===== src/rtl/keypad_scan_ctrl_if.sv =====
// keypad_scan_ctrl_if
//  Bundle of keypad pin and key-event signals between the matrix keypad scanner
//  and its consumer (digit memory / display path, or a testbench keypad model).
//  master : the scanner side (drives rows and key events, reads columns)
//  slave  : the keypad/consumer side (drives columns, reads rows and key events)
interface keypad_scan_ctrl_if #(
  parameter int ROWS   = 4,
  parameter int COLS   = 4,
  parameter int CODE_W = $clog2(ROWS * COLS)
) ();

  logic [COLS-1:0]   cols_async;
  logic [ROWS-1:0]   rows;
  logic [CODE_W-1:0] key_code;
  logic              key_valid;
  logic              key_held;
  logic              multi_key;

  modport master (
    input  cols_async,
    output rows,
    output key_code,
    output key_valid,
    output key_held,
    output multi_key
  );

  modport slave (
    output cols_async,
    input  rows,
    input  key_code,
    input  key_valid,
    input  key_held,
    input  multi_key
  );

endinterface


===== src/rtl/keypad_scan_ctrl.sv =====
// keypad_scan_ctrl
//  ROWS x COLS matrix keypad scanner: one-hot row drive, 2-flop column
//  synchronizer, frame-based debounce of press and release, multi-key flag and
//  single-cycle key events carrying a linear code (row*COLS + col).
//  Optional feature macro: TYPEMATIC_EN (auto-repeat while a key is held).
//  With TYPEMATIC_EN undefined exactly one key_valid is produced per press.
module keypad_scan_ctrl #(
  parameter int ROWS           = 4,
  parameter int COLS           = 4,
  parameter int SCAN_DIV       = 1000,
  parameter int DEBOUNCE_SCANS = 4,
  parameter int REPEAT_DELAY   = 16,
  parameter int REPEAT_RATE    = 4
) (
  input logic                clk,
  input logic                reset,
  keypad_scan_ctrl_if.master kp
);

  localparam int CODE_W = $clog2(ROWS * COLS);
  localparam int RIDX_W = $clog2(ROWS);
  localparam int DIV_W  = $clog2(SCAN_DIV);
  localparam int CNT_W  = $clog2(DEBOUNCE_SCANS + 1);

  localparam logic [DIV_W-1:0]  DIV_LAST = DIV_W'(SCAN_DIV - 1);
  localparam logic [RIDX_W-1:0] ROW_LAST = RIDX_W'(ROWS - 1);
  localparam logic [CNT_W-1:0]  DEB_N    = CNT_W'(DEBOUNCE_SCANS);
  localparam logic [CNT_W-1:0]  CNT_ONE  = CNT_W'(1);
  localparam logic [CNT_W-1:0]  CNT_MAX  = {CNT_W{1'b1}};
  localparam logic [ROWS-1:0]   ROW0_HOT = {{(ROWS-1){1'b0}}, 1'b1};

  typedef enum logic [1:0] {
    ST_IDLE     = 2'd0,
    ST_DEBOUNCE = 2'd1,
    ST_HELD     = 2'd2,
    ST_RELEASE  = 2'd3
  } state_t;

  typedef enum logic [1:0] {
    FR_NONE   = 2'd0,
    FR_SINGLE = 2'd1,
    FR_MULTI  = 2'd2
  } frame_t;

  // synchronizer and scan timing
  logic [COLS-1:0]   sync1_r;
  logic [COLS-1:0]   sync2_r;
  logic [DIV_W-1:0]  div_r;
  logic [RIDX_W-1:0] row_idx_r;
  logic [RIDX_W-1:0] row_next_s;
  logic [ROWS-1:0]   rows_r;
  logic              tick_s;
  logic              frame_end_s;

  // per-row and per-frame hit accumulation
  logic [1:0]        row_hits_s;
  logic [CODE_W-1:0] row_col_s;
  logic [1:0]        acc_hits_r;
  logic [CODE_W-1:0] acc_code_r;
  logic [2:0]        hit_sum_s;
  logic [1:0]        frame_hits_s;
  logic [CODE_W-1:0] frame_code_s;
  frame_t            frame_res_s;

  // debounce FSM
  state_t            state_r;
  state_t            state_n;
  logic [CNT_W-1:0]  cnt_r;
  logic [CNT_W-1:0]  cnt_n;
  logic [CNT_W-1:0]  cnt_inc_s;
  logic [CODE_W-1:0] cand_r;
  logic [CODE_W-1:0] cand_n;
  logic              accept_s;
  logic              release_s;
  logic              repeat_s;

  // registered outputs
  logic [CODE_W-1:0] key_code_r;
  logic              key_valid_r;
  logic              key_held_r;
  logic              multi_key_r;

  assign tick_s      = (div_r == DIV_LAST);
  assign frame_end_s = tick_s && (row_idx_r == ROW_LAST);
  assign row_next_s  = (row_idx_r == ROW_LAST) ? {RIDX_W{1'b0}} : (row_idx_r + RIDX_W'(1));
  assign cnt_inc_s   = (cnt_r == CNT_MAX) ? cnt_r : (cnt_r + CNT_ONE);

  // Two-flop synchronizer on the raw column inputs; nothing else reads them.
  always_ff @(posedge clk) begin
    if (reset) begin
      sync1_r <= {COLS{1'b0}};
      sync2_r <= {COLS{1'b0}};
    end else begin
      sync1_r <= kp.cols_async;
      sync2_r <= sync1_r;
    end
  end

  // Row-slot divider; the tick marks the last cycle of each row slot.
  always_ff @(posedge clk) begin
    if (reset) begin
      div_r <= {DIV_W{1'b0}};
    end else if (tick_s) begin
      div_r <= {DIV_W{1'b0}};
    end else begin
      div_r <= div_r + DIV_W'(1);
    end
  end

  // Row index and one-hot row drive advance on the tick; rows follow one cycle later.
  always_ff @(posedge clk) begin
    if (reset) begin
      row_idx_r <= {RIDX_W{1'b0}};
      rows_r    <= ROW0_HOT;
    end else if (tick_s) begin
      row_idx_r <= row_next_s;
      rows_r    <= ROW0_HOT << row_next_s;
    end else begin
      row_idx_r <= row_idx_r;
      rows_r    <= rows_r;
    end
  end

  // Count pressed columns in the current row (saturating at 2) and locate the hit.
  always_comb begin
    row_hits_s = 2'd0;
    row_col_s  = {CODE_W{1'b0}};
    for (int c = 0; c < COLS; c++) begin
      if (sync2_r[c]) begin
        row_col_s = CODE_W'(c);
        if (row_hits_s != 2'd2) begin
          row_hits_s = row_hits_s + 2'd1;
        end else begin
          row_hits_s = row_hits_s;
        end
      end else begin
        row_col_s = row_col_s;
      end
    end
  end

  // Merge this row into the running frame result; the merged value is the frame result at frame end.
  always_comb begin
    hit_sum_s = {1'b0, acc_hits_r} + {1'b0, row_hits_s};
    if (hit_sum_s >= 3'd2) begin
      frame_hits_s = 2'd2;
    end else begin
      frame_hits_s = hit_sum_s[1:0];
    end
    if (row_hits_s == 2'd1) begin
      frame_code_s = (CODE_W'(row_idx_r) * CODE_W'(COLS)) + row_col_s;
    end else begin
      frame_code_s = acc_code_r;
    end
    case (frame_hits_s)
      2'd0:    frame_res_s = FR_NONE;
      2'd1:    frame_res_s = FR_SINGLE;
      default: frame_res_s = FR_MULTI;
    endcase
  end

  // Frame accumulators: updated on every tick, cleared at frame end.
  always_ff @(posedge clk) begin
    if (reset) begin
      acc_hits_r <= 2'd0;
      acc_code_r <= {CODE_W{1'b0}};
    end else if (frame_end_s) begin
      acc_hits_r <= 2'd0;
      acc_code_r <= {CODE_W{1'b0}};
    end else if (tick_s) begin
      acc_hits_r <= frame_hits_s;
      acc_code_r <= frame_code_s;
    end else begin
      acc_hits_r <= acc_hits_r;
      acc_code_r <= acc_code_r;
    end
  end

  // Debounce FSM state, frame counter and candidate code.
  always_ff @(posedge clk) begin
    if (reset) begin
      state_r <= ST_IDLE;
      cnt_r   <= {CNT_W{1'b0}};
      cand_r  <= {CODE_W{1'b0}};
    end else begin
      state_r <= state_n;
      cnt_r   <= cnt_n;
      cand_r  <= cand_n;
    end
  end

  // Debounce FSM next state; only frame results move it, so it acts at frame end only.
  always_comb begin
    state_n   = state_r;
    cnt_n     = cnt_r;
    cand_n    = cand_r;
    accept_s  = 1'b0;
    release_s = 1'b0;
    if (frame_end_s) begin
      case (state_r)
        ST_IDLE: begin
          if (frame_res_s == FR_SINGLE) begin
            cand_n = frame_code_s;
            if (CNT_ONE >= DEB_N) begin
              accept_s = 1'b1;
              state_n  = ST_HELD;
              cnt_n    = {CNT_W{1'b0}};
            end else begin
              state_n = ST_DEBOUNCE;
              cnt_n   = CNT_ONE;
            end
          end else begin
            state_n = ST_IDLE;
            cnt_n   = {CNT_W{1'b0}};
          end
        end
        ST_DEBOUNCE: begin
          if ((frame_res_s == FR_SINGLE) && (frame_code_s == cand_r)) begin
            if (cnt_inc_s >= DEB_N) begin
              accept_s = 1'b1;
              state_n  = ST_HELD;
              cnt_n    = {CNT_W{1'b0}};
            end else begin
              cnt_n = cnt_inc_s;
            end
          end else if (frame_res_s == FR_SINGLE) begin
            cand_n = frame_code_s;
            cnt_n  = CNT_ONE;
          end else begin
            state_n = ST_IDLE;
            cnt_n   = {CNT_W{1'b0}};
          end
        end
        ST_HELD: begin
          if (frame_res_s == FR_NONE) begin
            if (CNT_ONE >= DEB_N) begin
              release_s = 1'b1;
              state_n   = ST_IDLE;
              cnt_n     = {CNT_W{1'b0}};
            end else begin
              state_n = ST_RELEASE;
              cnt_n   = CNT_ONE;
            end
          end else begin
            state_n = ST_HELD;
          end
        end
        ST_RELEASE: begin
          if (frame_res_s == FR_NONE) begin
            if (cnt_inc_s >= DEB_N) begin
              release_s = 1'b1;
              state_n   = ST_IDLE;
              cnt_n     = {CNT_W{1'b0}};
            end else begin
              cnt_n = cnt_inc_s;
            end
          end else begin
            state_n = ST_HELD;
            cnt_n   = {CNT_W{1'b0}};
          end
        end
        default: begin
          state_n = ST_IDLE;
          cnt_n   = {CNT_W{1'b0}};
        end
      endcase
    end else begin
      state_n = state_r;
    end
  end

`ifdef TYPEMATIC_EN
  localparam int REP_MAX = (REPEAT_DELAY > REPEAT_RATE) ? REPEAT_DELAY : REPEAT_RATE;
  localparam int REP_W   = $clog2(REP_MAX + 1);
  localparam logic [REP_W-1:0] REP_DELAY_N = REP_W'(REPEAT_DELAY);
  localparam logic [REP_W-1:0] REP_RATE_N  = REP_W'(REPEAT_RATE);
  localparam logic [REP_W-1:0] REP_MAXV    = {REP_W{1'b1}};

  logic [REP_W-1:0] rep_cnt_r;
  logic [REP_W-1:0] rep_cnt_n;
  logic [REP_W-1:0] rep_inc_s;
  logic             rep_first_r;
  logic             rep_first_n;

  assign rep_inc_s = (rep_cnt_r == REP_MAXV) ? rep_cnt_r : (rep_cnt_r + REP_W'(1));

  // Auto-repeat frame counter: runs while the accepted key alone stays pressed in HELD.
  always_comb begin
    rep_cnt_n   = rep_cnt_r;
    rep_first_n = rep_first_r;
    repeat_s    = 1'b0;
    if (accept_s) begin
      rep_cnt_n   = {REP_W{1'b0}};
      rep_first_n = 1'b0;
    end else if (frame_end_s) begin
      if ((state_r == ST_HELD) && (frame_res_s == FR_SINGLE) && (frame_code_s == key_code_r)) begin
        if (!rep_first_r && (rep_inc_s >= REP_DELAY_N)) begin
          repeat_s    = 1'b1;
          rep_cnt_n   = {REP_W{1'b0}};
          rep_first_n = 1'b1;
        end else if (rep_first_r && (rep_inc_s >= REP_RATE_N)) begin
          repeat_s  = 1'b1;
          rep_cnt_n = {REP_W{1'b0}};
        end else begin
          rep_cnt_n = rep_inc_s;
        end
      end else begin
        rep_cnt_n   = {REP_W{1'b0}};
        rep_first_n = 1'b0;
      end
    end else begin
      rep_cnt_n = rep_cnt_r;
    end
  end

  // Auto-repeat counter registers.
  always_ff @(posedge clk) begin
    if (reset) begin
      rep_cnt_r   <= {REP_W{1'b0}};
      rep_first_r <= 1'b0;
    end else begin
      rep_cnt_r   <= rep_cnt_n;
      rep_first_r <= rep_first_n;
    end
  end
`else
  logic unused_repeat_cfg;
  assign unused_repeat_cfg = (REPEAT_DELAY > 0) ^ (REPEAT_RATE > 0);
  assign repeat_s          = 1'b0;
`endif

  // Registered outputs: one-cycle event pulse, accepted code, held level, multi-key flag.
  always_ff @(posedge clk) begin
    if (reset) begin
      key_code_r  <= {CODE_W{1'b0}};
      key_valid_r <= 1'b0;
      key_held_r  <= 1'b0;
      multi_key_r <= 1'b0;
    end else begin
      key_valid_r <= accept_s | repeat_s;
      if (accept_s) begin
        key_code_r <= cand_n;
        key_held_r <= 1'b1;
      end else if (release_s) begin
        key_code_r <= key_code_r;
        key_held_r <= 1'b0;
      end else begin
        key_code_r <= key_code_r;
        key_held_r <= key_held_r;
      end
      if (frame_end_s) begin
        multi_key_r <= (frame_res_s == FR_MULTI);
      end else begin
        multi_key_r <= multi_key_r;
      end
    end
  end

  assign kp.rows      = rows_r;
  assign kp.key_code  = key_code_r;
  assign kp.key_valid = key_valid_r;
  assign kp.key_held  = key_held_r;
  assign kp.multi_key = multi_key_r;

endmodule


===== src/flat_wrapper.sv =====
// flat-port wrapper written by rule: the top's interface ports become plain ports
module keypad_scan_ctrl_flat 
#(
  parameter int ROWS           = 4,
  parameter int COLS           = 4,
  parameter int SCAN_DIV       = 1000,
  parameter int DEBOUNCE_SCANS = 4,
  parameter int REPEAT_DELAY   = 16,
  parameter int REPEAT_RATE    = 4
)
  (clk, reset, kp_cols_async, kp_rows, kp_key_code, kp_key_valid, kp_key_held, kp_multi_key);
  keypad_scan_ctrl_if #(.ROWS(ROWS), .COLS(COLS)) kp_i ();
  input logic clk;
  input logic reset;
  input wire logic [$bits(kp_i.cols_async)-1:0] kp_cols_async;
  output wire logic [$bits(kp_i.rows)-1:0] kp_rows;
  output wire logic [$bits(kp_i.key_code)-1:0] kp_key_code;
  output wire logic [$bits(kp_i.key_valid)-1:0] kp_key_valid;
  output wire logic [$bits(kp_i.key_held)-1:0] kp_key_held;
  output wire logic [$bits(kp_i.multi_key)-1:0] kp_multi_key;
  assign kp_i.cols_async = kp_cols_async;
  assign kp_rows = kp_i.rows;
  assign kp_key_code = kp_i.key_code;
  assign kp_key_valid = kp_i.key_valid;
  assign kp_key_held = kp_i.key_held;
  assign kp_multi_key = kp_i.multi_key;
  keypad_scan_ctrl #(.ROWS(ROWS), .COLS(COLS), .SCAN_DIV(SCAN_DIV), .DEBOUNCE_SCANS(DEBOUNCE_SCANS), .REPEAT_DELAY(REPEAT_DELAY), .REPEAT_RATE(REPEAT_RATE)) u_core (.clk(clk), .reset(reset), .kp(kp_i));
endmodule

===== config.mk =====
export PLATFORM = sky130hd
export DESIGN_NAME = keypad_scan_ctrl_flat
export DESIGN_NICKNAME = d
export VERILOG_FILES = /design/src/rtl/keypad_scan_ctrl_if.sv /design/src/rtl/keypad_scan_ctrl.sv /design/src/flat_wrapper.sv
export SDC_FILE = /design/constraint.sdc
export NUM_CORES = 1
export LEC_CHECK = 0
export CAP_MARGIN = 20
export CORE_MARGIN = 2
export CORE_UTILIZATION = 52
export CTS_CLUSTER_DIAMETER = 50
export DETAILED_ROUTE_END_ITERATION = 12
export PLACE_DENSITY = 0.86
export SYNTH_ARGS = -nofsm -noshare
export SYNTH_HDL_FRONTEND = slang
export SYNTH_SLANG_ARGS = --single-unit

===== constraint.sdc =====
create_clock -name clk -period 3.2 [get_ports clk]
set_input_delay 0.64 -clock clk [delete_from_list [all_inputs] [get_ports clk]]
set_output_delay 0.64 -clock clk [all_outputs]
set_load 0.01 [all_outputs]

# Word-level counts from Yosys, hierarchy flattened

Cells that the tools add are included.

Register bits after elaboration: 46
Input bits: 6
Output and inout port bits: 11
Word-level logic and storage cells: 95

Add/sub/neg operators: 8
$lt $le $gt $ge: 2
Eq/ne operators: 18
Shift-type cells: 1
Muxes and demuxes: 42
Reduce and logical (&&, ||, !) cells: 10

Operators with widths:

| operator                                                              | count |
|---|---|
| 2-bit two-way mux                                                     | 15 |
| 4-bit two-way mux                                                     | 4 |
| 3-bit two-way mux                                                     | 5 |
| 1-bit two-way mux                                                     | 14 |
| 3-bit case mux with 4 select lines                                    | 1 |
| 10-bit by 1-bit adder with 10-bit output, second input constant       | 1 |
| 10-bit equality test, second input constant                           | 1 |
| 2-bit by 1-bit equality test with 1-bit output, second input constant | 4 |
| 2-bit equality test, second input constant                            | 4 |
| 2-bit case mux with 4 select lines                                    | 1 |
| 4-bit case mux with 2 select lines                                    | 1 |
| 2-bit by 1-bit adder with 2-bit output, second input constant         | 3 |
| 2-bit logical NOT                                                     | 3 |
| 3-bit != test, second input constant                                  | 2 |
| 4-bit by 2-bit adder with 4-bit output                                | 1 |
| 4-bit equality test                                                   | 1 |
| 2-bit != test, second input constant                                  | 2 |
| 2-bit case mux with 2 select lines                                    | 1 |
| 4-bit AND reduction                                                   | 1 |
| 2-bit OR reduction                                                    | 2 |
| 1-bit by 2-bit << shifter with 4-bit output, first input constant     | 1 |
| 2-bit by 2-bit adder with 3-bit output                                | 1 |
| 3-bit by 1-bit adder with 3-bit output, second input constant         | 1 |
| 3-bit equality test, second input constant                            | 1 |
| 9 further kinds                                                       | 10 |

# Logic depth before layout (Yosys ltp)

Depth in word-level cells: 21
Gate-level depth with buffers: 17

# Worst setup path before layout

OpenSTA, ideal clock, no wires.

Path kind: register -> register
Start point: register u_core.sync2_r[0]
End point: register u_core.key_code_r[0], in the netlist u_core.kp.key_code[0]
Setup time: 0.123 ns
Arrival time: 3.290 ns
Data required time: 3.077 ns
Setup slack: -0.213 ns
Stages on the path, launching flop included: 17
Path buffers: 1
Cells stage by stage: dfxtp_1 inv_1 ha_1 mux2i_1 ha_1 inv_1 mux2i_1 ha_1 inv_1 fa_1 and2_1 clkbuf_1 nand3_1 or3_1 nor3_1 nand4_2 mux2_1

Word-level cells in the longest chain between the ends: 20
Elaborated cells on any way between the ends: 31

Ends and longest elaborated chain:

| element                                                                                                   | line                                                                      | source |
|---|---|---|
| start, declared                                                                                           | keypad_scan_ctrl.sv:47                                                    | `logic [COLS-1:0] sync2_r;` |
| start signal, assigned                                                                                    | keypad_scan_ctrl.sv:92                                                    | `sync2_r <= {COLS{1'b0}};` |
| start signal, assigned                                                                                    | keypad_scan_ctrl.sv:95                                                    | `sync2_r <= sync1_r;` |
| 1-bit two-way mux *                                                                                       | keypad_scan_ctrl.sv:129                                                   | `if (sync2_r[c]) begin` |
| 1-bit by 1-bit adder with 2-bit output / 1-bit by 2-bit != test with 1-bit output (equally long branches) | keypad_scan_ctrl.sv:132, keypad_scan_ctrl.sv:131                          |  |
| 2-bit two-way mux                                                                                         | keypad_scan_ctrl.sv:131                                                   | `if (row_hits_s != 2'd2) begin` |
| 2-bit two-way mux *                                                                                       | keypad_scan_ctrl.sv:129                                                   |  |
| 2-bit by 1-bit adder with 2-bit output / 2-bit != test (equally long branches)                            | keypad_scan_ctrl.sv:132, keypad_scan_ctrl.sv:131                          |  |
| 2-bit two-way mux                                                                                         | keypad_scan_ctrl.sv:131                                                   |  |
| 2-bit two-way mux *                                                                                       | keypad_scan_ctrl.sv:129                                                   |  |
| 2-bit by 1-bit adder with 2-bit output / 2-bit != test (equally long branches)                            | keypad_scan_ctrl.sv:132, keypad_scan_ctrl.sv:131                          |  |
| [... 4 more ...]                                                                                          | -                                                                         |  |
| 2-bit two-way mux                                                                                         | keypad_scan_ctrl.sv:145                                                   | `if (hit_sum_s >= 3'd2) begin` |
| 2-bit by 1-bit equality test with 1-bit output / 2-bit logical NOT (equally long branches)                | keypad_scan_ctrl.sv:155                                                   | `case (frame_hits_s)` |
| 2-bit case mux with 2 select lines                                                                        | keypad_scan_ctrl.sv:155                                                   |  |
| 2-bit by 1-bit equality test with 1-bit output                                                            | keypad_scan_ctrl.sv:202, keypad_scan_ctrl.sv:218, keypad_scan_ctrl.sv:226 |  |
| 4-bit two-way mux / 1-bit logical AND (equally long branches)                                             | keypad_scan_ctrl.sv:202, keypad_scan_ctrl.sv:226, keypad_scan_ctrl.sv:218 |  |
| 4-bit two-way mux / 1-bit two-way mux (equally long branches)                                             | keypad_scan_ctrl.sv:218                                                   | `if ((frame_res_s == FR_SINGLE) && (frame_code_s == cand_r)) begin` |
| 4-bit case mux with 2 select lines / 1-bit two-way mux (equally long branches)                            | keypad_scan_ctrl.sv:200                                                   | `case (state_r)` |
| 4-bit two-way mux / 1-bit two-way mux (equally long branches)                                             | keypad_scan_ctrl.sv:199                                                   | `if (frame_end_s) begin` |
| end signal, assigned                                                                                      | keypad_scan_ctrl.sv:335                                                   | `key_code_r <= {CODE_W{1'b0}};` |
| end signal, assigned                                                                                      | keypad_scan_ctrl.sv:342                                                   | `key_code_r <= cand_n;` |
| end signal, assigned                                                                                      | keypad_scan_ctrl.sv:345                                                   | `key_code_r <= key_code_r;` |
| end, declared                                                                                             | keypad_scan_ctrl.sv:78                                                    | `logic [CODE_W-1:0] key_code_r;` |

Every way passes the cells marked *; elsewhere a longest branch is shown, timed or not.
A chain may end at the register's enable or synchronous reset.

# Worst setup path after layout

Start point: register u_core.sync2_r[1]
End point: register u_core.key_code_r[3], in the netlist u_core.kp.key_code[3]

Word-level cells in the longest chain between the ends: 17
Elaborated cells on any way between the ends: 31

Ends and longest elaborated chain:

| element                                                                                    | line                                                                      | source |
|---|---|---|
| 2-bit two-way mux                                                                          | keypad_scan_ctrl.sv:129                                                   |  |
| 2-bit by 1-bit adder with 2-bit output / 2-bit != test (equally long branches)             | keypad_scan_ctrl.sv:132, keypad_scan_ctrl.sv:131                          |  |
| 2-bit two-way mux                                                                          | keypad_scan_ctrl.sv:131                                                   |  |
| 2-bit two-way mux                                                                          | keypad_scan_ctrl.sv:129                                                   |  |
| 2-bit by 1-bit adder with 2-bit output / 2-bit != test (equally long branches)             | keypad_scan_ctrl.sv:132, keypad_scan_ctrl.sv:131                          |  |
| 2-bit two-way mux                                                                          | keypad_scan_ctrl.sv:131                                                   |  |
| 2-bit two-way mux                                                                          | keypad_scan_ctrl.sv:129                                                   |  |
| 2-bit by 2-bit adder with 3-bit output                                                     | keypad_scan_ctrl.sv:144                                                   | `hit_sum_s = {1'b0, acc_hits_r} + {1'b0, row_hits_s};` |
| 3-bit by 2-bit greater-or-equal comparator with 1-bit output                               | keypad_scan_ctrl.sv:145                                                   |  |
| 2-bit two-way mux                                                                          | keypad_scan_ctrl.sv:145                                                   |  |
| 2-bit by 1-bit equality test with 1-bit output / 2-bit logical NOT (equally long branches) | keypad_scan_ctrl.sv:155                                                   |  |
| 2-bit case mux with 2 select lines                                                         | keypad_scan_ctrl.sv:155                                                   |  |
| 2-bit by 1-bit equality test with 1-bit output                                             | keypad_scan_ctrl.sv:202, keypad_scan_ctrl.sv:218, keypad_scan_ctrl.sv:226 |  |
| 4-bit two-way mux / 1-bit logical AND (equally long branches)                              | keypad_scan_ctrl.sv:202, keypad_scan_ctrl.sv:226, keypad_scan_ctrl.sv:218 |  |
| 4-bit two-way mux / 1-bit two-way mux (equally long branches)                              | keypad_scan_ctrl.sv:218                                                   |  |
| 4-bit case mux with 2 select lines / 1-bit two-way mux (equally long branches)             | keypad_scan_ctrl.sv:200                                                   |  |
| 4-bit two-way mux / 1-bit two-way mux (equally long branches)                              | keypad_scan_ctrl.sv:199                                                   |  |

Parallel ways exist; a longest one is shown, timed or not.

==> flow_metrics.tcl <==
set metrics [dict create \
    finalWirelength_mm 4.720 \
    synth.top_cell.area_share_pct 40.42 \
    p_clk_share_pct 33.8 \
    hold_class "reg -> reg" \
    seqPwrFrac_pct 55.9 \
    htreeDepth 2 \
    crit_top_cell "inv_2" \
    peakVddDrop_v 0.0003020 \
    crit_path_max_incr_delay_ps 520 \
    netlist_area_um2 2278 \
    status "complete, but fails checks" \
    combPwrFrac_pct 10.4 \
    relSlewSlack_pct 63.36 \
    start_util_pct 53.06 \
    vias_per_cell 5.609 \
    die_width_um 70.20 \
    drive_gt1_share_pct 21.82 \
    clock_latency_ps 300 \
    switching_share_pct 25.47 \
    failed_checks "setup timing" \
    cp.required_ps 3390 \
    dr.pass1.iters 4 \
    io_buffers 16 \
    drt_iter0_markers 121 \
    placed_area_um2 2547 \
    grt_max_degree 20 \
    synth_most_common_cell "dfxtp_1" \
    critPathSlowestCell "fa_1" \
    fillers 336 \
    design.die.area_um2 4927 \
    path_class "reg -> reg" \
    hpwl_mm 2.996 \
    remaining_drc_errors 0 \
    pin_count 17 \
    cts_made_buffers 5 \
    report.final.slew_viol_count 0 \
    cap_violations 0 \
    cp_max_fo 4 \
    ys_top_cells_by_count "dfxtp_1 (46), nor2_1 (32), nand2_1 (19), inv_1 (15), a21oi_1 (13)" \
    fp.dieH_um 70.20 \
    p_sw_mw 0.2676 \
    core-area_um2 4294 \
    end_kind "flip-flop" \
    design_area_um2 2774 \
    cts_buffer_depth 2 \
    ys_types 52 \
    worst_pin_slew_ps 547.9 \
    ys_seq_area_share_pct 40.42 \
    power_density_nw_per_um2 378.7 \
    ys_async_sr_fraction_pct 0 \
    start_kind "flip-flop" \
    finalNetCount 292 \
    fin_crit_ps 3448 \
    synth.area.top_cells "dfxtp_1 (40%), ha_1 (6.0%), nor2_1 (5.3%)" \
    antenna_found_initial 0 \
    total_power_mw 1.051 \
    synth_xor_area_share_pct 5.656 \
    syn-instance-count 249 \
    diodes 0 \
    clock-sinks 46 \
    vias 1834 \
    synth_compound_area_share_pct 12.19 \
    ys_ff_latch 46 \
    cts_root_buf "clkbuf_8" \
    synthFlopType "dfxtp_1" \
    wl_per_cell_um 14.43 \
    postRouteAntennaNets 0 \
    rows 24 \
    synth_area_per_cell_um2 9.150 \
    final-hold-violation-count 0 \
    ys_warn_count 0 \
    grt_pass1_wl_mm 7.748 \
    fin_crit_sh_pct 107.8 \
    cts_hold_buf 0 \
    max_freq_mhz 290.0 \
    tritoncts "built" \
    setup_viol 7 \
    grt_overflow 0 \
    cp.arrival_ps 3640 \
    yosys.area.top_type "dfxtp_1" \
    clock_skew_ps 9.770 \
    area_growth_pct 21.75 \
    crit_chain "inv_2, ha_4, inv_1, mux2i_2, ha_2, inv_2, mux2i_1, ha_2, inv_2, fa_1, and2_4, nand3_4, or3_4, nor3_4, nand4_4, mux2_4" \
    synth_edf_count 0 \
    syn_nets 267 \
    internal_power_mw 0.7830 \
    leakage_nw 1.057 \
    grt_pass1_vias 1664 \
    rsz0062_at_grt "true" \
    grt_usage_pct 19.64 \
    synth.area.mux_share_pct 5.107 \
    synth-simple-area-share_pct 24.88 \
    cts.clk_slew.worst_paths_ps 80 \
    gp_congestion 0.8203 \
    synth_fa_ha_area_share_pct 6.919 \
    synth_top_family_by_area "simple AND/OR/NAND/NOR gates" \
    worst_slack_ps -248.3 \
]
==> power groups by stage <==
stage	clock, mW	sequential, mW	combinational [mW]
6_report	0.355	0.587	0.109
5_1_grt	0.387	0.588	0.119
4_1_cts	0.360	0.586	0.100
3_5_place_dp	0	0.600	0.0917
3_3_place_gp	0	0.599	0.0889
2_1_floorplan	0	0.598	0.0681
==> stage by stage <==
stage	util (%)	hold WS, ps	cells	TNS (ps)	setup WS (ps)
2_1_floorplan	-	413.7	249	-226.1	-59.51
3_3_place_gp	59.32	417.2	313	-138.7	-38.90
3_5_place_dp	59.32	420.4	313	-910.0	-197.6
4_1_cts	63.32	440.7	324	-876.1	-173.2
5_1_grt	64.60	453.5	327	-2317	-363.1
6_report	64.60	438.9	327	-1362	-248.3
==> layout by cell type, fill, tap and decap left out, types with 2 or more instances in the layout <==
cell             instances
o32ai_1                  2
nand3_4                  2
mux2_4                   5
nor2b_1                 12
nand3_1                  5
nand4_1                  2
o31a_1                   2
ha_2                     2
clkdlybuf4s50_1         16
ha_1                     7
xor2_1                   5
xnor2_1                  5
clkbuf_8                 5
mux2i_1                  4
buf_4                   13
nand4_2                  2
dfxtp_1                 44
dfxtp_2                  2
mux2i_2                  2
nand4b_1                 3
and3_1                   6
a2bb2oi_1                2
inv_1                   11
inv_2                    3
or3_1                    2
a31oi_1                  3
nor3_1                   5
a22oi_1                  2
ha_4                     2
nor2_1                  31
xor2_2                   2
nand2_1                 18
a21oi_1                 13
==> kinds of logic (layout without fill, tap and decap cells) <==
logic type / after synthesis / count (layout)
buffers and inverters: 27 / 53
multiplexers: 11 / 11
AO/OA/AOI/OAI: 37 / 37
AND/OR/NAND/NOR: 103 / 103
adder cells (fa/ha/maj): 12 / 12
flip-flops: 46 / 46
XOR/XNOR: 13 / 13
==> state kept, by name, indices dropped and copies added (netlist names) <==
register and flops:
u_core.acc_code_r 4, u_core.acc_hits_r 2, u_core.cand_r 4, u_core.cnt_r 3
u_core.div_r 10, u_core.kp.key_code 4, u_core.kp.key_held 1, u_core.kp.key_valid 1
u_core.kp.multi_key 1, u_core.kp.rows 4, u_core.row_idx_r 2, u_core.state_r 2
u_core.sync1_r 4, u_core.sync2_r 4
==> critical path, delay by kind of cell (launching register included) <==
family | cells | cell delay (ps)
buf+inv | 4 | 240
flops | 1 | 330
mux | 3 | 710
fa+ha+maj | 4 | 1110
simple gates | 5 | 960
==> worst paths after layout <==
path,startpoint,to,slack [ps],depth (start not counted)
worst max-delay path,u_core.sync2_r[1],u_core.kp.key_code[3],-250,16
worst min-delay path,u_core.sync1_r[3],u_core.sync2_r[3],440,1
worst min register to register,u_core.sync1_r[3],u_core.sync2_r[3],440,1
worst max register to register,u_core.sync2_r[1],u_core.kp.key_code[3],-250,16
==> per-layer routing <==
layer / track usage (%) / wire length [um] / vias up
met3: 4.185 / 218 / 8
met2: 31.01 / 2281 / 44
met5: 0 / 0 / -
met1: 26.60 / 2147 / 871
met4: 7.051 / 73 / 0
li1: - / - / 911
==> final cells by class <==
| type | instances | area [um^2] | share of cell area (%) |
|---|---|---|---|
| flip-flops and latches | 46 | 923.4 | 33.29 |
| multi-input cells | 176 | 1371 | 49.44 |
| repair buffers | 30 | 269.0 | 9.698 |
| inverters | 15 | 58.81 | 2.120 |
| clock buffers | 6 | 72.57 | 2.616 |
| clock inverters | 2 | 13.76 | 0.4962 |
| well taps | 52 | 65.06 | 2.346 |
==> repair_timing <==
item	in CTS	in global routing
endpoints found under the setup margin	7	11
cloned	0	0
setup buffers	4	4
resized for setup	15	8
pin swaps	3	5
(Power assumes the default switching activity.)
